===== config.mk =====
export PLATFORM = sky130hd
export DESIGN_NAME = id_stage
export DESIGN_NICKNAME = d
export VERILOG_FILES = /design/src/rtl/id_stage.sv
export SDC_FILE = /design/constraint.sdc
export NUM_CORES = 2
export LEC_CHECK = 0
export BUFFER_PORTS_ARGS = -buffer_cell sky130_fd_sc_hd__buf_2
export CAP_MARGIN = 30
export CORE_UTILIZATION = 50
export CTS_CLUSTER_DIAMETER = 120
export DETAILED_ROUTE_END_ITERATION = 10
export GPL_TIMING_DRIVEN = 1
export PLACE_DENSITY_LB_ADDON = 0.25
export SLEW_MARGIN = 40
export SYNTH_ARGS = -nofsm -noshare
export SYNTH_HDL_FRONTEND = slang
export SYNTH_SLANG_ARGS = --single-unit

===== constraint.sdc =====
create_clock -name clk -period 4.41 [get_ports clk]
set_input_delay 0.6615 -clock clk [delete_from_list [all_inputs] [get_ports clk]]
set_output_delay 0.6615 -clock clk [all_outputs]
set_load 0.02 [all_outputs]

===== src/rtl/id_stage.sv =====
// id_stage: instruction decode with register file, opcode decoder, immediate sign-extension and branch resolution.
// Optional: define ID_RF_BYPASS_EN for write-through register-file reads from the WB port.
module id_stage #(
    parameter int unsigned DATA_W  = 32,
    parameter int unsigned REG_CNT = 32
) (
    input  logic              clk,
    input  logic              rst,
    input  logic [31:0]       instruction,
    input  logic [31:0]       pc_in,
    input  logic              wb_en,
    input  logic [4:0]        wb_dest,
    input  logic [DATA_W-1:0] wb_value,
    output logic              branch_taken,
    output logic [31:0]       branch_address,
    output logic [31:0]       pc_out,
    output logic [3:0]        exe_cmd,
    output logic              mem_read,
    output logic              mem_write,
    output logic              wb_en_out,
    output logic [4:0]        dest,
    output logic [DATA_W-1:0] val1,
    output logic [DATA_W-1:0] val2,
    output logic [DATA_W-1:0] st_val
);

    typedef enum logic [5:0] {
        OP_NOP  = 6'b000000,
        OP_ADD  = 6'b000001,
        OP_SUB  = 6'b000011,
        OP_AND  = 6'b000101,
        OP_OR   = 6'b000110,
        OP_NOR  = 6'b000111,
        OP_XOR  = 6'b001000,
        OP_SLA  = 6'b001001,
        OP_SLL  = 6'b001010,
        OP_SRA  = 6'b001011,
        OP_SRL  = 6'b001100,
        OP_ADDI = 6'b100000,
        OP_SUBI = 6'b100001,
        OP_LD   = 6'b100100,
        OP_ST   = 6'b100101,
        OP_BEZ  = 6'b101000,
        OP_BNE  = 6'b101001,
        OP_JMP  = 6'b101010
    } opcode_e;

    typedef enum logic [3:0] {
        CMD_ADD = 4'b0000,
        CMD_SUB = 4'b0010,
        CMD_AND = 4'b0100,
        CMD_OR  = 4'b0101,
        CMD_NOR = 4'b0110,
        CMD_XOR = 4'b0111,
        CMD_SHL = 4'b1000,
        CMD_SRA = 4'b1001,
        CMD_SRL = 4'b1010
    } exe_cmd_e;

    logic [5:0]        op;
    logic [4:0]        rs_idx;
    logic [4:0]        rt_idx;
    logic [4:0]        rd_idx;
    logic [15:0]       imm;
    logic [DATA_W-1:0] imm_sext;
    logic [31:0]       br_offset;

    assign op       = instruction[31:26];
    assign rs_idx   = instruction[25:21];
    assign rt_idx   = instruction[20:16];
    assign rd_idx   = instruction[15:11];
    assign imm      = instruction[15:0];
    assign imm_sext = {{(DATA_W-16){imm[15]}}, imm};
    assign br_offset = {{14{imm[15]}}, imm, 2'b00};

    // Branch target is always computed; fetch only uses it when branch_taken is set.
    assign branch_address = pc_in + 32'd4 + br_offset;

    logic [DATA_W-1:0] rf_q [REG_CNT];
    logic [DATA_W-1:0] rf_d [REG_CNT];
    logic              wb_write;
    logic [DATA_W-1:0] rs_val;
    logic [DATA_W-1:0] rt_val;

    assign wb_write = wb_en && (wb_dest != '0);

    always_comb begin
        rf_d = rf_q;
        if (wb_write) begin
            rf_d[wb_dest] = wb_value;
        end
        rf_d[0] = '0;
    end

    always_comb begin
        rs_val = (rs_idx == '0) ? '0 : rf_q[rs_idx];
        rt_val = (rt_idx == '0) ? '0 : rf_q[rt_idx];
`ifdef ID_RF_BYPASS_EN
        if (wb_write && (wb_dest == rs_idx)) begin
            rs_val = wb_value;
        end
        if (wb_write && (wb_dest == rt_idx)) begin
            rt_val = wb_value;
        end
`endif
    end

    logic [31:0]       pc_d,        pc_q;
    exe_cmd_e          exe_cmd_d,   exe_cmd_q;
    logic              mem_read_d,  mem_read_q;
    logic              mem_write_d, mem_write_q;
    logic              wb_en_d,     wb_en_q;
    logic [4:0]        dest_d,      dest_q;
    logic [DATA_W-1:0] val1_d,      val1_q;
    logic [DATA_W-1:0] val2_d,      val2_q;
    logic [DATA_W-1:0] st_val_d,    st_val_q;
    logic              is_rtype;
    logic              is_imm;

    always_comb begin
        pc_d         = pc_in;
        exe_cmd_d    = CMD_ADD;
        mem_read_d   = 1'b0;
        mem_write_d  = 1'b0;
        wb_en_d      = 1'b0;
        dest_d       = '0;
        val1_d       = '0;
        val2_d       = '0;
        st_val_d     = '0;
        branch_taken = 1'b0;
        is_rtype     = 1'b0;
        is_imm       = 1'b0;

        case (op)
            OP_ADD:  begin is_rtype = 1'b1; exe_cmd_d = CMD_ADD; end
            OP_SUB:  begin is_rtype = 1'b1; exe_cmd_d = CMD_SUB; end
            OP_AND:  begin is_rtype = 1'b1; exe_cmd_d = CMD_AND; end
            OP_OR:   begin is_rtype = 1'b1; exe_cmd_d = CMD_OR;  end
            OP_NOR:  begin is_rtype = 1'b1; exe_cmd_d = CMD_NOR; end
            OP_XOR:  begin is_rtype = 1'b1; exe_cmd_d = CMD_XOR; end
            OP_SLA:  begin is_rtype = 1'b1; exe_cmd_d = CMD_SHL; end
            OP_SLL:  begin is_rtype = 1'b1; exe_cmd_d = CMD_SHL; end
            OP_SRA:  begin is_rtype = 1'b1; exe_cmd_d = CMD_SRA; end
            OP_SRL:  begin is_rtype = 1'b1; exe_cmd_d = CMD_SRL; end
            OP_ADDI: begin is_imm = 1'b1; wb_en_d = 1'b1; exe_cmd_d = CMD_ADD; end
            OP_SUBI: begin is_imm = 1'b1; wb_en_d = 1'b1; exe_cmd_d = CMD_SUB; end
            OP_LD: begin
                is_imm     = 1'b1;
                wb_en_d    = 1'b1;
                mem_read_d = 1'b1;
            end
            OP_ST: begin
                is_imm      = 1'b1;
                mem_write_d = 1'b1;
                st_val_d    = rt_val;
            end
            OP_BEZ:  branch_taken = (rs_val == '0);
            OP_BNE:  branch_taken = (rs_val != rt_val);
            OP_JMP:  branch_taken = 1'b1;
            default: ;
        endcase

        if (is_rtype) begin
            wb_en_d = 1'b1;
            dest_d  = rd_idx;
            val1_d  = rs_val;
            val2_d  = rt_val;
        end
        if (is_imm) begin
            dest_d = rt_idx;
            val1_d = rs_val;
            val2_d = imm_sext;
        end
    end

    always_ff @(posedge clk) begin
        if (rst) begin
            rf_q        <= '{default: '0};
            pc_q        <= '0;
            exe_cmd_q   <= CMD_ADD;
            mem_read_q  <= 1'b0;
            mem_write_q <= 1'b0;
            wb_en_q     <= 1'b0;
            dest_q      <= '0;
            val1_q      <= '0;
            val2_q      <= '0;
            st_val_q    <= '0;
        end else begin
            rf_q        <= rf_d;
            pc_q        <= pc_d;
            exe_cmd_q   <= exe_cmd_d;
            mem_read_q  <= mem_read_d;
            mem_write_q <= mem_write_d;
            wb_en_q     <= wb_en_d;
            dest_q      <= dest_d;
            val1_q      <= val1_d;
            val2_q      <= val2_d;
            st_val_q    <= st_val_d;
        end
    end

    assign pc_out    = pc_q;
    assign exe_cmd   = exe_cmd_q;
    assign mem_read  = mem_read_q;
    assign mem_write = mem_write_q;
    assign wb_en_out = wb_en_q;
    assign dest      = dest_q;
    assign val1      = val1_q;
    assign val2      = val2_q;
    assign st_val    = st_val_q;

endmodule


Word level (Yosys, flattened, before mapping)
Cells that the tools add are included.
W data, S select, Z words.
- latch bits: 0
- word-level logic and storage cells: 106
- input port bits: 104
- memory bits (read-only): 0
- memories: 0
- bits in writable memories: 0
- flip-flop bits (word level): 1164
- add/subtract/negate cells: 2
- magnitude comparators: 4
- multiplexer cells: 25
- multiply operators: 0
- eq/ne operators: 18
- reductions and logical operators: 12
- shift operators: 0
- bitwise gates (word level): 4
- divide/modulo/power cells: 0
- operators by type and width (cell ; count):
    $bwmux W1024 ; 1
    $mux W32 ; 11
    $bmux W32 S5 ; 2
    $demux W32 S5 ; 1
    $eq A6 B6 Y1 const B ; 7
    $add A32 B3 Y32 const B ; 1
    $add A32 B32 Y32 ; 1
    $logic_not A32 Y1 ; 1
    $ne A32 B32 Y1 ; 1
    $pmux W4 S8 ; 1
    $eq A6 B4 Y1 const B ; 5
    $eq A6 B3 Y1 const B ; 3
    $ge A6 B6 Y1 const B ; 3
    $not A5 Y6 ; 3
    $logic_not A5 Y1 ; 2
    $mux W5 ; 2
    $reduce_or A10 Y1 ; 1
    $eq A6 B1 Y1 const B ; 1
    $eq A6 B2 Y1 const B ; 1
    $lt A6 B1 Y1 const B ; 1
    $mux W1 ; 6
    $reduce_or A2 Y1 ; 3
    $reduce_bool A5 Y1 ; 1
    $reduce_or A4 Y1 ; 1
    other kinds (4) ; 5

Logic depth before layout (Yosys ltp)
- depth after elaboration: 7
- depth in mapped cells: 15

Worst setup path before layout
No wires, ideal clock.
- kind: input to output
- start: input instruction[1]
- end: output branch_address[31]
- stages on the path: 13
- data required time: 3749 ps
- slack: 344 ps
- arrival: 3404 ps
- cells stage by stage: ha_1 -> ha_1 -> inv_1 -> fa_1 -> nor2b_1 -> o21ai_0 -> a21oi_1 -> o211ai_1 -> o21ai_0 -> a41o_1 -> a211oi_1 -> or3_1 -> o211ai_1
- cells in the longest elaborated chain, start to end: 1
- ends and longest elaborated chain (element ; line ; RTL):
    start, declared ; 9 ; input logic [31:0] instruction,
    $add A32 B32 Y32 ; 77 ; assign branch_address = pc_in + 32'd4 + br_offset;
    end, declared ; 15 ; output logic [31:0] branch_address,
Every way passes these cells.

Worst setup path after layout
- start: input instruction[22]
- end: output branch_taken
- cells in the longest elaborated chain, start to end: 7
- elaborated cells on any way between the ends: 9
- ends and longest elaborated chain (element ; line ; RTL):
    $not A5 Y6 (not written as such) ; 96 ; rs_val = (rs_idx == '0) ? '0 : rf_q[rs_idx];
    $bmux W32 S5 ; 96 ;
    $mux W32 (not written as such) (2 in a row) ; 96 ;
    $mux W32 (*) ; 96 ;
    $ne A32 B32 Y1 or $logic_not A32 Y1 (tied branches) ; 158, 157 ;
    $pmux W1 S3 (*) ; 134 ; case (op)
    end, declared ; 14 ; output logic branch_taken,
Every way passes the cells marked *; elsewhere a longest branch is shown, timed or not. The select of a mux whose other input is x is not followed.

==> run summary <==
CRITICAL PATH
----------------------------------------------------------------------------------
Reg2reg path depth ..................................................            7
Worst setup path startpoint ......................................... instruction[22]
Critical path destination ........................................... branch_taken
Top fanout value on the critical path ...............................           14
Number of gates on the worst path with buffers counted ..............           15
Cell with the biggest individual delay on the critical path ......... sky130_fd_sc_hd__nor4_4
FF-to-FF setup slack ................................................      2.06 ns
CP cell instances ................................................... buf_12, buf_16, buf_12, buf_6, buf_4, mux2i_1, a22oi_2, nand4_1, o311ai_2, xor2_1, nor4_2, nand4_1, nor4_4, o21ai_4, buf_6
Endpoint kind of the worst setup timing path ........................   output pin
Crit Path Category .................................................. input port to output pin
Family of cells with the greatest summed delay on the critical path . simple AND/OR/NAND/NOR gates
Slowest Stage Delay on Critical Path ................................      0.43 ns
Critical register-to-register path endpoint .........................     val2[29]
R2R Path Start ......................................................    rf_q[285]
Critical path launch point type .....................................   input port
Number of buffers and inverters on the critical path ................            6
Worst path required time ............................................      3.75 ns
Worst endpoint data arrival time ....................................      4.00 ns

STA
----------------------------------------------------------------------------------
Worst clock skew on the final layout ................................   0.02599 ns
Final setup margin ..................................................   -0.2538 ns
Period minus WS final ...............................................     4.664 ns
Crit share post-route ...............................................       105.8%
Unrepaired setup endpoints after global routing .....................         true
Final setup violation count .........................................            1
Worst slew pin tran .................................................    0.9263 ns
Fmax ................................................................   0.2144 GHz
Final hold violation count ..........................................            0
Worst slew slack as a fraction of its limit .........................       38.10%
Final count of pins violating max slew ..............................            0

LOGIC SYNTHESIS
----------------------------------------------------------------------------------
Number of distinct library cells after synthesis ....................           65
Yosys reg bits ......................................................        1,132
Post-synthesis async set-or-reset flop share ........................           0%
Count leader, synth ................................................. sky130_fd_sc_hd__nand2_1
Share of the yosys chip area belonging to registers .................       40.32%
Top-area cell type share of the netlist area ........................       40.32%
Number of warnings issued by yosys ..................................            0
Top cell types by occurrence after synthesis ........................ sky130_fd_sc_hd__nand2_1 (2,064), sky130_fd_sc_hd__dfxtp_1 (1,132), sky130_fd_sc_hd__a21oi_1 (1,032), sky130_fd_sc_hd__clkbuf_1 (497), sky130_fd_sc_hd__mux2i_1 (256)
Top post-synthesis cells by area .................................... sky130_fd_sc_hd__dfxtp_1 (40%), sky130_fd_sc_hd__nand2_1 (14%), sky130_fd_sc_hd__mux4_2 (10%)
Ys flop type ........................................................ sky130_fd_sc_hd__dfxtp_1
Synthesized area divided by synthesized cell count ..................   8.537 um^2
Netlist area before placement .......................................  56,200 um^2
Synthesized Nets ....................................................        6,745
Number of instances in the synthesized netlist ......................        6,583
Post-synth top area cell ............................................ sky130_fd_sc_hd__dfxtp_1
Count of flip-flops with a built-in enable after synthesis ..........            0

GLOBAL ROUTE
----------------------------------------------------------------------------------
Pin count of the biggest net entering global routing ................          186
GR Util All Layers ..................................................       39.56%
First-pass GRT wire length ..........................................   335,200 um
Overflow left after global routing ..................................            0
Initial antenna violation count .....................................            7
Via count of the first global-routing pass ..........................       51,070

FLOORPLAN
----------------------------------------------------------------------------------
Total die area ...................................................... 113,700 um^2
Row cnt .............................................................          122
Die Y ...............................................................     337.3 um
Die extent in x .....................................................     337.3 um
Boundary Pins .......................................................          277
Initial standard-cell utilization of the core .......................       50.64%
Area inside the core boundary ....................................... 111,000 um^2

LAYOUT
----------------------------------------------------------------------------------
Post-synthesis to final-layout area growth ..........................       19.35%
Share of final-layout standard cells stronger than drive strength 1 .       22.80%
NumNets Final .......................................................        7,062
Final Core Density ..................................................       60.44%
Filler Cell Count ...................................................        9,614

DETAILED ROUTING
----------------------------------------------------------------------------------
Post-route antenna net violation count ..............................            0
Residual DRC ........................................................            0
Starting DRT DRC Count ..............................................        7,680
First drt pass iteration count ......................................            6
Post-DR wirelength/cell .............................................     27.35 um
Total wire length ...................................................   232,400 um
Number of vias after detailed routing ...............................       54,320
Post-DR vias/cell ...................................................        6.392

RUN STATUS
----------------------------------------------------------------------------------
Result of the run ................................................... complete, but fails checks
Violated checks ..................................................... negative setup slack

PLACED DESIGN
----------------------------------------------------------------------------------
Count of input and output buffers ...................................          276
Final weighted congestion in routability-driven placement ...........        1.037
Detailed placer's ending HPWL .......................................   152,300 um
Worst slack at placement ............................................   -0.4813 ns

CTS
----------------------------------------------------------------------------------
Root buffer cell .................................................... sky130_fd_sc_hd__clkbuf_16
Clock Sinks .........................................................        1,132
Clock transition at the registers of the reported paths .............      0.06 ns
H-tree depth ........................................................            3
Clk_lat worst skew ..................................................      0.75 ns
Clock tree from TritonCTS ...........................................         done
Maximum root-to-sink buffer count ...................................            3
CTS hold repair buffers .............................................            0
Clock buffers created by TritonCTS ..................................          121

JOB
----------------------------------------------------------------------------------
Number of maximum-capacitance constraint violations .................            0

PWR
----------------------------------------------------------------------------------
Static power due to leakage .........................................     24.37 nW
Power Dens Cells .................................................... 366.6 nW/um^2
Peak ir drop on the vdd network .....................................    0.3841 mV

HOLD PATH
----------------------------------------------------------------------------------
Path class of the lowest-slack min-delay path ....................... input port to flip-flop
HP Start ............................................................    pc_in[24]

[flip-flops by register name, summed over array words and instances, names as in the netlist]
signal and cells:
val1 32, exe_cmd 4, pc_out 32, mem_write 1, st_val 32, rf_q 992, dest 5, wb_en_out 1
val2 32, mem_read 1
[layout make-up]
type	count	area, um^2	area share [%]
Multi-Input combinational cell	4796	31280	46.63
Sequential cell	1132	22660	33.79
Timing Repair Buffer	835	6909	10.30
Clock buffer	169	3573	5.328
Tap cell	1488	1862	2.776
Clock inverter	59	728.2	1.086
Inverter	14	52.55	0.07835
Antenna cell	5	12.51	0.01865
[placed cells by master (no fill, tap or decap), types with 43 or more instances in the layout]
master / n
sky130_fd_sc_hd__nand2_1: 2062
sky130_fd_sc_hd__dfxtp_1: 1132
sky130_fd_sc_hd__a21oi_1: 1031
sky130_fd_sc_hd__buf_4: 462
sky130_fd_sc_hd__buf_2: 263
sky130_fd_sc_hd__mux2i_1: 256
sky130_fd_sc_hd__mux4_2: 255
sky130_fd_sc_hd__mux2_2: 192
sky130_fd_sc_hd__a22oi_1: 171
sky130_fd_sc_hd__clkbuf_16: 130
sky130_fd_sc_hd__a221oi_1: 82
sky130_fd_sc_hd__o22ai_1: 81
sky130_fd_sc_hd__buf_12: 74
sky130_fd_sc_hd__nor2_1: 65
sky130_fd_sc_hd__ha_1: 57
sky130_fd_sc_hd__nor2b_1: 50
sky130_fd_sc_hd__o22a_1: 48
sky130_fd_sc_hd__nand4_1: 43
[stage by stage]
stage               power [mW]  TNS [ns]  std cells  hold slack [ns]  area (um^2)
floorplan                12.20         0       6583           0.4415        56200
global placement         13.54   -0.4469       8224           0.4489        61770
detailed placement       13.57   -0.6015       8232           0.4569        61950
CTS                      24.40  -0.04553       8460           0.1391        66450
global route             25.12   -0.2434       8493           0.1595        67060
finish                   24.59   -0.2538       8498           0.1666        67070
[metal layers]
layer	vias to the layer above	share of wire [%]	GRT usage, %
met4	8	8.0	27.13
met5	-	0.046	0.4681
met1	26000	36	50.18
li1	23720	-	-
met2	3702	42	57.84
met3	884	13	11.62
[what timing repair did]
| item | in CTS | in global routing |
|---|---|---|
| buffers inserted | 1 | 25 |
| hold endpoints to repair | 0 | 0 |
| cloned | 0 | 5 |
| endpoints found under the setup margin | 3 | 5 |
| gates resized for setup | 40 | 52 |
| pin swaps | 4 | 23 |
[worst register-to-register path, cell delays in order (launching register included)]
cell and delay, ns:
sky130_fd_sc_hd__dfxtp_1 0.33, sky130_fd_sc_hd__mux4_2 0.48, sky130_fd_sc_hd__o22a_1 0.23, sky130_fd_sc_hd__nand4_1 0.44, sky130_fd_sc_hd__o311ai_1 0.34, sky130_fd_sc_hd__buf_4 0.25
sky130_fd_sc_hd__nand2_1 0.05, sky130_fd_sc_hd__a21oi_1 0.07
[worst min-delay path by stage]
stage,end,slack (ns),cells after the start
2_1_floorplan,rf_q[318],0.44,2
3_3_place_gp,rf_q[896],0.45,2
3_5_place_dp,rf_q[664],0.46,2
4_1_cts,pc_out[29],0.14,2
5_1_grt,pc_out[5],0.16,2
6_report,pc_out[24],0.17,2
[report_power, final]
part	switching [mW]	total [mW]	internal [mW]
clock	4.50	11.0	6.52
sequential	0.0601	10.4	10.3
combinational	2.04	3.19	1.15
[cells by family (layout without fill, tap and decap cells)]
logic type / Yosys count / after routing / share of synthesized area (%)
AO/OA/AOI/OAI: 1565 / 1565 / 16.48
flip-flops: 1132 / 1132 / 40.32
AND/OR/NAND/NOR: 2412 / 2412 / 17.27
multiplexers: 704 / 704 / 18.67
other: 0 / 5 / 0
buffers and inverters: 655 / 1077 / 5.058
XOR/XNOR: 57 / 57 / 0.8883
adder cells (fa/ha/maj): 58 / 58 / 1.305
(Power assumes the default switching activity.)
